===== src/rtl/cache_line_axi_master_pkg.sv =====
`default_nettype none
// ============================================================================
// Module   : cache_line_axi_master_pkg
// Purpose  : Shared AXI widths, response/burst constants and the FSM state
//            type for the L1 miss-path AXI master.
// Revision : 1.0 - initial release
// ============================================================================
package cache_line_axi_master_pkg;

    localparam int c_id_w   = 4;
    localparam int c_addr_w = 32;
    localparam int c_data_w = 32;
    localparam int c_len_w  = 4;
    localparam int c_size_w = 3;
    localparam int c_strb_w = 4;

    localparam logic [1:0]          c_burst_incr = 2'b01;
    localparam logic [1:0]          c_resp_okay  = 2'b00;
    localparam logic [c_size_w-1:0] c_size_word  = 3'b010;

    typedef enum logic [2:0] {
        ST_IDLE = 3'd0,
        ST_AR   = 3'd1,
        ST_R    = 3'd2,
        ST_AW   = 3'd3,
        ST_W    = 3'd4,
        ST_B    = 3'd5
    } state_t;

endpackage
`default_nettype wire


===== src/rtl/cache_line_axi_master_if.sv =====
`default_nettype none
// ============================================================================
// Module   : cache_line_axi_master_if
// Purpose  : AXI read/write channel bundle between the miss-path master and
//            the interconnect.
// Revision : 1.0 - initial release
// ============================================================================
interface cache_line_axi_master_if;
    import cache_line_axi_master_pkg::*;

    logic [c_id_w-1:0]   arid;
    logic [c_addr_w-1:0] araddr;
    logic [c_len_w-1:0]  arlen;
    logic [c_size_w-1:0] arsize;
    logic [1:0]          arburst;
    logic                arvalid;
    logic                arready;

    logic [c_id_w-1:0]   rid;
    logic [c_data_w-1:0] rdata;
    logic [1:0]          rresp;
    logic                rlast;
    logic                rvalid;
    logic                rready;

    logic [c_id_w-1:0]   awid;
    logic [c_addr_w-1:0] awaddr;
    logic [c_len_w-1:0]  awlen;
    logic [c_size_w-1:0] awsize;
    logic [1:0]          awburst;
    logic                awvalid;
    logic                awready;

    logic [c_data_w-1:0] wdata;
    logic [c_strb_w-1:0] wstrb;
    logic                wlast;
    logic                wvalid;
    logic                wready;

    logic [c_id_w-1:0]   bid;
    logic [1:0]          bresp;
    logic                bvalid;
    logic                bready;

    modport master (
        output arid, araddr, arlen, arsize, arburst, arvalid,
        input  arready,
        input  rid, rdata, rresp, rlast, rvalid,
        output rready,
        output awid, awaddr, awlen, awsize, awburst, awvalid,
        input  awready,
        output wdata, wstrb, wlast, wvalid,
        input  wready,
        input  bid, bresp, bvalid,
        output bready
    );

    modport slave (
        input  arid, araddr, arlen, arsize, arburst, arvalid,
        output arready,
        output rid, rdata, rresp, rlast, rvalid,
        input  rready,
        input  awid, awaddr, awlen, awsize, awburst, awvalid,
        output awready,
        input  wdata, wstrb, wlast, wvalid,
        output wready,
        output bid, bresp, bvalid,
        input  bready
    );

endinterface
`default_nettype wire


===== src/rtl/cache_line_axi_master.sv =====
`default_nettype none
// ============================================================================
// Module   : cache_line_axi_master
// Purpose  : L1 miss-path AXI master: line fill as one 4-beat INCR read,
//            write-through store as one single-beat write.
// Revision : 1.0 - initial release
// ============================================================================
module cache_line_axi_master
    import cache_line_axi_master_pkg::*;
#(
    parameter logic [c_id_w-1:0] MASTER_ID = 4'd1
) (
    input  wire logic                clk,
    input  wire logic                rst,

    input  wire logic                req_valid,
    output logic                     req_ready,
    input  wire logic                req_write,
    input  wire logic [c_addr_w-1:0] req_addr,
    input  wire logic [c_data_w-1:0] req_wdata,
    input  wire logic [c_strb_w-1:0] req_wstrb,
    output logic                     line_valid,
    output logic [127:0]             line_data,
    output logic                     wr_done,
    output logic                     resp_err,

    cache_line_axi_master_if.master  axi
);

    localparam int LINE_WORDS = 4;

    state_t                r_state;
    logic                  r_req_ready;
    logic [c_addr_w-1:0]   r_araddr;
    logic [c_addr_w-1:0]   r_awaddr;
    logic [c_data_w-1:0]   r_wdata;
    logic [c_strb_w-1:0]   r_wstrb;
    logic                  r_arvalid;
    logic                  r_rready;
    logic                  r_awvalid;
    logic                  r_wvalid;
    logic                  r_wlast;
    logic                  r_bready;
    logic [1:0]            r_beat;
    logic                  r_err;
    logic [c_data_w-1:0]   r_line_buf [LINE_WORDS];
    logic [127:0]          r_line_data;
    logic                  r_line_valid;
    logic                  r_wr_done;
    logic                  r_resp_err;

    logic                  w_accept;
    logic                  w_beat_err;
    logic [127:0]          w_line_next;
    logic                  w_unused;

    assign w_accept   = req_valid && r_req_ready;
    assign w_beat_err = (axi.rresp != c_resp_okay) || (axi.rlast != (r_beat == 2'd3));

    // The final beat bypasses the buffer so the full line is published in one edge.
    always_comb begin
        w_line_next = '0;
        for (int i = 0; i < LINE_WORDS; i++) begin
            w_line_next[i*32 +: 32] = (r_beat == 2'(i)) ? axi.rdata : r_line_buf[i];
        end
    end

    always_ff @(posedge clk or posedge rst) begin
        if (rst) begin
            r_state      <= ST_IDLE;
            r_req_ready  <= 1'b1;
            r_araddr     <= '0;
            r_awaddr     <= '0;
            r_wdata      <= '0;
            r_wstrb      <= '0;
            r_arvalid    <= 1'b0;
            r_rready     <= 1'b0;
            r_awvalid    <= 1'b0;
            r_wvalid     <= 1'b0;
            r_wlast      <= 1'b0;
            r_bready     <= 1'b0;
            r_beat       <= 2'd0;
            r_err        <= 1'b0;
            r_line_data  <= '0;
            r_line_valid <= 1'b0;
            r_wr_done    <= 1'b0;
            r_resp_err   <= 1'b0;
            for (int i = 0; i < LINE_WORDS; i++) begin
                r_line_buf[i] <= '0;
            end
        end else begin
            r_line_valid <= 1'b0;
            r_wr_done    <= 1'b0;
            r_resp_err   <= 1'b0;
            case (r_state)
                ST_IDLE: begin
                    if (w_accept) begin
                        r_req_ready <= 1'b0;
                        r_err       <= 1'b0;
                        r_araddr    <= {req_addr[31:4], 4'h0};
                        r_awaddr    <= {req_addr[31:2], 2'b00};
                        r_wdata     <= req_wdata;
                        r_wstrb     <= req_wstrb;
                        if (req_write) begin
                            r_awvalid <= 1'b1;
                            r_state   <= ST_AW;
                        end else begin
                            r_arvalid <= 1'b1;
                            r_state   <= ST_AR;
                        end
                    end
                end
                ST_AR: begin
                    if (axi.arready) begin
                        r_arvalid <= 1'b0;
                        r_rready  <= 1'b1;
                        r_beat    <= 2'd0;
                        r_state   <= ST_R;
                    end
                end
                ST_R: begin
                    if (axi.rvalid) begin
                        r_line_buf[r_beat] <= axi.rdata;
                        r_beat             <= r_beat + 2'd1;
                        if (w_beat_err) begin
                            r_err <= 1'b1;
                        end
                        // Beat count, not RLAST, terminates the burst.
                        if (r_beat == 2'd3) begin
                            r_rready     <= 1'b0;
                            r_line_data  <= w_line_next;
                            r_line_valid <= 1'b1;
                            r_resp_err   <= r_err | w_beat_err;
                            r_req_ready  <= 1'b1;
                            r_state      <= ST_IDLE;
                        end
                    end
                end
                ST_AW: begin
                    if (axi.awready) begin
                        r_awvalid <= 1'b0;
                        r_wvalid  <= 1'b1;
                        r_wlast   <= 1'b1;
                        r_state   <= ST_W;
                    end
                end
                ST_W: begin
                    if (axi.wready) begin
                        r_wvalid <= 1'b0;
                        r_wlast  <= 1'b0;
                        r_bready <= 1'b1;
                        r_state  <= ST_B;
                    end
                end
                ST_B: begin
                    if (axi.bvalid) begin
                        r_bready    <= 1'b0;
                        r_wr_done   <= 1'b1;
                        r_resp_err  <= r_err | (axi.bresp != c_resp_okay);
                        r_req_ready <= 1'b1;
                        r_state     <= ST_IDLE;
                    end
                end
                default: begin
                    r_state <= ST_IDLE;
                end
            endcase
        end
    end

    assign req_ready   = r_req_ready;
    assign line_valid  = r_line_valid;
    assign line_data   = r_line_data;
    assign wr_done     = r_wr_done;
    assign resp_err    = r_resp_err;

    assign axi.arid    = MASTER_ID;
    assign axi.araddr  = r_araddr;
    assign axi.arlen   = 4'd3;
    assign axi.arsize  = c_size_word;
    assign axi.arburst = c_burst_incr;
    assign axi.arvalid = r_arvalid;
    assign axi.rready  = r_rready;

    assign axi.awid    = MASTER_ID;
    assign axi.awaddr  = r_awaddr;
    assign axi.awlen   = 4'd0;
    assign axi.awsize  = c_size_word;
    assign axi.awburst = c_burst_incr;
    assign axi.awvalid = r_awvalid;

    assign axi.wdata   = r_wdata;
    assign axi.wstrb   = r_wstrb;
    assign axi.wlast   = r_wlast;
    assign axi.wvalid  = r_wvalid;
    assign axi.bready  = r_bready;

    // Only one transaction is ever outstanding, so response IDs are ignored.
    assign w_unused = ^{axi.rid, axi.bid, req_addr[1:0]};

endmodule
`default_nettype wire


===== src/flat_wrapper.sv =====
// flat-port wrapper written by rule: the top's interface ports become plain ports
module cache_line_axi_master_flat import cache_line_axi_master_pkg::*;
#(
    parameter logic [c_id_w-1:0] MASTER_ID = 4'd1
)
  (clk, rst, req_valid, req_ready, req_write, req_addr, req_wdata, req_wstrb, line_valid, line_data, wr_done, resp_err, axi_arid, axi_araddr, axi_arlen, axi_arsize, axi_arburst, axi_arvalid, axi_arready, axi_rid, axi_rdata, axi_rresp, axi_rlast, axi_rvalid, axi_rready, axi_awid, axi_awaddr, axi_awlen, axi_awsize, axi_awburst, axi_awvalid, axi_awready, axi_wdata, axi_wstrb, axi_wlast, axi_wvalid, axi_wready, axi_bid, axi_bresp, axi_bvalid, axi_bready);
  cache_line_axi_master_if axi_i ();
  input  wire logic clk;
  input  wire logic rst;
  input  wire logic req_valid;
  output logic req_ready;
  input  wire logic req_write;
  input  wire logic [c_addr_w-1:0] req_addr;
  input  wire logic [c_data_w-1:0] req_wdata;
  input  wire logic [c_strb_w-1:0] req_wstrb;
  output logic line_valid;
  output logic [127:0] line_data;
  output logic wr_done;
  output logic resp_err;
  output wire logic [$bits(axi_i.arid)-1:0] axi_arid;
  output wire logic [$bits(axi_i.araddr)-1:0] axi_araddr;
  output wire logic [$bits(axi_i.arlen)-1:0] axi_arlen;
  output wire logic [$bits(axi_i.arsize)-1:0] axi_arsize;
  output wire logic [$bits(axi_i.arburst)-1:0] axi_arburst;
  output wire logic [$bits(axi_i.arvalid)-1:0] axi_arvalid;
  input wire logic [$bits(axi_i.arready)-1:0] axi_arready;
  input wire logic [$bits(axi_i.rid)-1:0] axi_rid;
  input wire logic [$bits(axi_i.rdata)-1:0] axi_rdata;
  input wire logic [$bits(axi_i.rresp)-1:0] axi_rresp;
  input wire logic [$bits(axi_i.rlast)-1:0] axi_rlast;
  input wire logic [$bits(axi_i.rvalid)-1:0] axi_rvalid;
  output wire logic [$bits(axi_i.rready)-1:0] axi_rready;
  output wire logic [$bits(axi_i.awid)-1:0] axi_awid;
  output wire logic [$bits(axi_i.awaddr)-1:0] axi_awaddr;
  output wire logic [$bits(axi_i.awlen)-1:0] axi_awlen;
  output wire logic [$bits(axi_i.awsize)-1:0] axi_awsize;
  output wire logic [$bits(axi_i.awburst)-1:0] axi_awburst;
  output wire logic [$bits(axi_i.awvalid)-1:0] axi_awvalid;
  input wire logic [$bits(axi_i.awready)-1:0] axi_awready;
  output wire logic [$bits(axi_i.wdata)-1:0] axi_wdata;
  output wire logic [$bits(axi_i.wstrb)-1:0] axi_wstrb;
  output wire logic [$bits(axi_i.wlast)-1:0] axi_wlast;
  output wire logic [$bits(axi_i.wvalid)-1:0] axi_wvalid;
  input wire logic [$bits(axi_i.wready)-1:0] axi_wready;
  input wire logic [$bits(axi_i.bid)-1:0] axi_bid;
  input wire logic [$bits(axi_i.bresp)-1:0] axi_bresp;
  input wire logic [$bits(axi_i.bvalid)-1:0] axi_bvalid;
  output wire logic [$bits(axi_i.bready)-1:0] axi_bready;
  assign axi_arid = axi_i.arid;
  assign axi_araddr = axi_i.araddr;
  assign axi_arlen = axi_i.arlen;
  assign axi_arsize = axi_i.arsize;
  assign axi_arburst = axi_i.arburst;
  assign axi_arvalid = axi_i.arvalid;
  assign axi_i.arready = axi_arready;
  assign axi_i.rid = axi_rid;
  assign axi_i.rdata = axi_rdata;
  assign axi_i.rresp = axi_rresp;
  assign axi_i.rlast = axi_rlast;
  assign axi_i.rvalid = axi_rvalid;
  assign axi_rready = axi_i.rready;
  assign axi_awid = axi_i.awid;
  assign axi_awaddr = axi_i.awaddr;
  assign axi_awlen = axi_i.awlen;
  assign axi_awsize = axi_i.awsize;
  assign axi_awburst = axi_i.awburst;
  assign axi_awvalid = axi_i.awvalid;
  assign axi_i.awready = axi_awready;
  assign axi_wdata = axi_i.wdata;
  assign axi_wstrb = axi_i.wstrb;
  assign axi_wlast = axi_i.wlast;
  assign axi_wvalid = axi_i.wvalid;
  assign axi_i.wready = axi_wready;
  assign axi_i.bid = axi_bid;
  assign axi_i.bresp = axi_bresp;
  assign axi_i.bvalid = axi_bvalid;
  assign axi_bready = axi_i.bready;
  cache_line_axi_master #(.MASTER_ID(MASTER_ID)) u_core (.clk(clk), .rst(rst), .req_valid(req_valid), .req_ready(req_ready), .req_write(req_write), .req_addr(req_addr), .req_wdata(req_wdata), .req_wstrb(req_wstrb), .line_valid(line_valid), .line_data(line_data), .wr_done(wr_done), .resp_err(resp_err), .axi(axi_i));
endmodule

===== config.mk =====
export PLATFORM = sky130hd
export DESIGN_NAME = cache_line_axi_master_flat
export DESIGN_NICKNAME = d
export VERILOG_FILES = /design/src/rtl/cache_line_axi_master_pkg.sv /design/src/rtl/cache_line_axi_master_if.sv /design/src/rtl/cache_line_axi_master.sv /design/src/flat_wrapper.sv
export SDC_FILE = /design/constraint.sdc
export NUM_CORES = 1
export LEC_CHECK = 0
export ABC_CLOCK_PERIOD_IN_PS = 25800
export CORE_UTILIZATION = 51
export DETAILED_ROUTE_END_ITERATION = 16
export HOLD_SLACK_MARGIN = 0.08
export PLACE_DENSITY = 0.89
export SKIP_LAST_GASP = 1
export SLEW_MARGIN = 30
export SYNTH_ARGS = -nofsm -noshare
export SYNTH_HDL_FRONTEND = slang
export SYNTH_SLANG_ARGS = --single-unit

===== constraint.sdc =====
create_clock -name clk -period 25.8 [get_ports clk]
set_input_delay 2.58 -clock clk [delete_from_list [all_inputs] [get_ports clk]]
set_output_delay 2.58 -clock clk [all_outputs]
set_load 0.01 [all_outputs]

==> metrics.txt <==
Die Wd roughly 160 um; mux share of post-synthesis cell area 22.03%; CTS tree yes; crit path time final 5.145 ns; critical path startpoint axi_rvalid; highest fanout seen on the critical path 99; largest family of logic cells by synthesized area multiplexers; Max-slew headroom about two fifths; PwrDens 126.6 nW/um2; via/cell ratio 5.171; Mapped Cells 1,037; Leakage just under 8 nW; dominant register cell in the synthesized netlist dfrtp_1; H-tree levels 1; WL per Instance 18.95 um; syn avg cell area between 10 and 15 um2; # clock sinks 305; GPL Wtd Cong between 0.8 and 0.9; gr ovfl total 0; WL final 31.93 mm; setup TNS 0 ns; distinct cell type count after synthesis 33; unrepaired setup endpoints after global routing false; worst reg2reg path depth 6; worst r2r src u_core.r_state[0]$_DFFE_PP0P_; number of synthesized flops with an enable pin 0; fin crit share 19.94%; Async S/R FF share, synth 100.0%; Req. time, crit path 26.18 ns; setup violators final 0; FMAX 194.4 MHz; initial antenna violation count 3; gr usage total about 25%; number of global-route vias before repair 9,060; DR vias 8,713; largest net degree at the start of global routing 150; #FFs+latches synth 305; Worst-Skew Late Latency 0.55 ns; drt drc 0; Hold WC Path Type flop to flop; 1st-pass router iterations 6; starting density of the core 52.25%; # fillers 1,639; CP top delay family buffers and inverters; clock slew at the register clock pins of the worst setup and hold paths approximately 0.060 ns; Worst EP arrival 5.53 ns; Setup CP Type input port to flop; post_cts resized 0; Max Cap Violations 0; Peak VDD IR 0.00007541 V; Final Hold Fails 0; Internal 1.486 mW; Final Max Tran Viols 0; flop-to-flop setup slack 22.62 ns; Die ar. 25,620 um2; core area 24,390 um2; Worst R2R End u_core.line_data[41]$_DFFE_PP0P_; layout cell share with drive strength beyond 1 between 10% and 20%; I/O pin count 386; crit-path most repeated cell buf_4; number of port buffers 343; Synth Cell Area 12,740 um2; Synth Area in Simple Gates between 7 and 8%; sw power 691.7 uW; NumNets Final approximately 1,500; Worst Max-Slew Pin Slew approximately 0.93 ns; Net Sw Frac between 30% and 40%; clock share of power 21.9%; Min-Delay Path Depth 2; CTS Hold Bufs 0; DRT iter0 DRCs 389; CTS max path bufs 3; Syn. warnings 0; min-delay src u_core.line_data[100]$_DFFE_PP0P_; std cell rows 57; Clock Tree Root clkbuf_16; run status complete, no violations; Cell Chain, Critical Path clkdlybuf4s50_1, nor4bb_1, buf_4, nand2_4, buf_6, buf_4, o21ai_0; first-pass GRT wire length 50.29 mm; slowest stage cell on the critical path buf_4; register area share after synthesis about three fifths; Inserted Clock Buffers 31; crit path capture type flop; Seq pwr share 37.9%; CP Depth 7; Area growth, synth to finish 35.06%; crit path launch type input port; Tot Pwr about 2.2 mW; Synth Area in Compound Gates 4.556%; postcts setup bufs 0; combinational share of power 40.2%; area share of fa/ha/maj cells after synthesis less than 1%; Buf/Inv on CP 4; HPWL after DPL 20.86 mm; final setup skew between 0.009 and 0.01 ns; crit-path max cell delay about 0.84 ns; xor/xnor cell area share of the yosys netlist 0.06873%; DRT antenna net count 0; die span in y 160.1 um; crit path to u_core.line_data[41]$_DFFE_PP0P_
==> cell usage in the layout (no fill, tap or decap), types with 2 or more instances in the layout <==
cell	count
buf_4	6
clkbuf_16	31
nand3_1	3
a21oi_1	3
nor2b_1	3
mux2i_1	96
o21ai_0	15
a41oi_1	2
nor2_1	9
nor3_1	2
clkbuf_8	10
diode_2	3
inv_1	3
clkdlybuf4s50_1	343
clkinv_2	8
dfrtp_1	304
bufinv_16	4
buf_6	3
nand2_1	203
mux2_2	164
nand2_4	4
conb_1	32
ha_2	3
o21ai_1	86
clkbuf_1	4
==> worst min-delay path by stage <==
| stage | end | slack (ns) |
|---|---|---|
| floorplan | u_core.r_line_buf[126]$_DFFE_PP0P_ | 0.48 |
| global placement | u_core.line_data[100]$_DFFE_PP0P_ | 0.46 |
| detailed placement | u_core.line_data[123]$_DFFE_PP0P_ | 0.46 |
| CTS | u_core.line_data[123]$_DFFE_PP0P_ | 0.48 |
| global route | u_core.line_data[46]$_DFFE_PP0P_ | 0.50 |
| finish | u_core.line_data[100]$_DFFE_PP0P_ | 0.47 |
==> sequential cells by signal, indices dropped and copies added, names as in the netlist, 2 cells and up <==
name               flops
u_core.axi.wstrb       4
u_core.r_line_buf     96
u_core.line_data     128
u_core.r_beat          2
u_core.axi.awaddr      3
u_core.axi.wdata      32
u_core.axi.araddr     27
u_core.r_state         3
==> Yosys cell counts (2+ instances only) <==
| cell type | instances | area share (%) |
|---|---|---|
| a21oi_1 | 3 | 0.12 |
| o21ai_0 | 15 | 0.59 |
| buf_4 | 64 | 3.8 |
| a41oi_1 | 2 | 0.14 |
| nor3_1 | 2 | 0.079 |
| inv_1 | 4 | 0.12 |
| ha_1 | 4 | 0.39 |
| nand2_1 | 207 | 6.1 |
| nor2_1 | 9 | 0.27 |
| nor2b_1 | 3 | 0.15 |
| o21ai_1 | 86 | 3.4 |
| buf_2 | 32 | 1.3 |
| nand3_1 | 3 | 0.12 |
| clkbuf_1 | 22 | 0.65 |
| mux2i_1 | 96 | 7.5 |
| conb_1 | 2 | 0.059 |
| mux2_2 | 164 | 14 |
| dfrtp_1 | 304 | 60 |
==> stage by stage <==
stage	area [um2]	hold WS, ns	util [%]	std cells	worst slack [ns]
after floorplan	12860	0.4786	-	1067	14.79
after global placement	16060	0.4605	65.86	1624	19.90
after detailed placement	16080	0.4619	65.94	1624	19.94
after CTS	17190	0.4777	70.48	1682	20.47
after global routing	17210	0.5033	70.57	1685	20.44
final	17210	0.4738	70.57	1685	20.65
==> cell families (layout without fill, tap and decap cells) <==
family | after synthesis | after routing
XOR/XNOR | 1 | 1
buffers and inverters | 124 | 415
adder cells (fa/ha/maj) | 4 | 4
flip-flops | 305 | 305
AO/OA/AOI/OAI | 111 | 111
AND/OR/NAND/NOR | 230 | 230
other | 2 | 35
multiplexers | 260 | 260
==> power by group through the flow <==
| stage | logic (mW) | registers [mW] | clock network (mW) |
|---|---|---|---|
| final | 0.875 | 0.826 | 0.477 |
| after global routing | 0.938 | 0.851 | 0.505 |
| after CTS | 0.886 | 0.825 | 0.486 |
| after global placement | 0.851 | 0.815 | 0 |
| after detailed placement | 0.877 | 0.830 | 0 |
| after floorplan | 0.405 | 0.872 | 0 |
==> tightest hold or removal path: cells and delay by family (launching register included) <==
| family | cells | cell delay [ns] |
|---|---|---|
| flops | 1 | 0.34 |
| simple gates | 2 | 0.10 |
==> cell type report <==
type	instances	area [um2]	share of cell area, %
flip-flops and latches	305	7634	44.35
multi-input cells	638	4512	26.21
repair buffers	352	3512	20.41
clock buffers	45	928.4	5.394
well taps	324	405.4	2.355
clock inverters	13	180.2	1.047
inverters	5	32.53	0.1890
diodes	3	7.507	0.04362
==> layer usage <==
| metal | part of all wire [%] | GRT usage [%] | up-vias |
|---|---|---|---|
| li1 | - | - | 4024 |
| met1 | 38 | 29.39 | 4357 |
| met2 | 52 | 44.82 | 273 |
| met3 | 6.6 | 5.948 | 59 |
| met4 | 3.1 | 8.528 | 0 |
| met5 | 0 | 0 | - |
No activity file was read; power rests on OpenSTA's default activity.
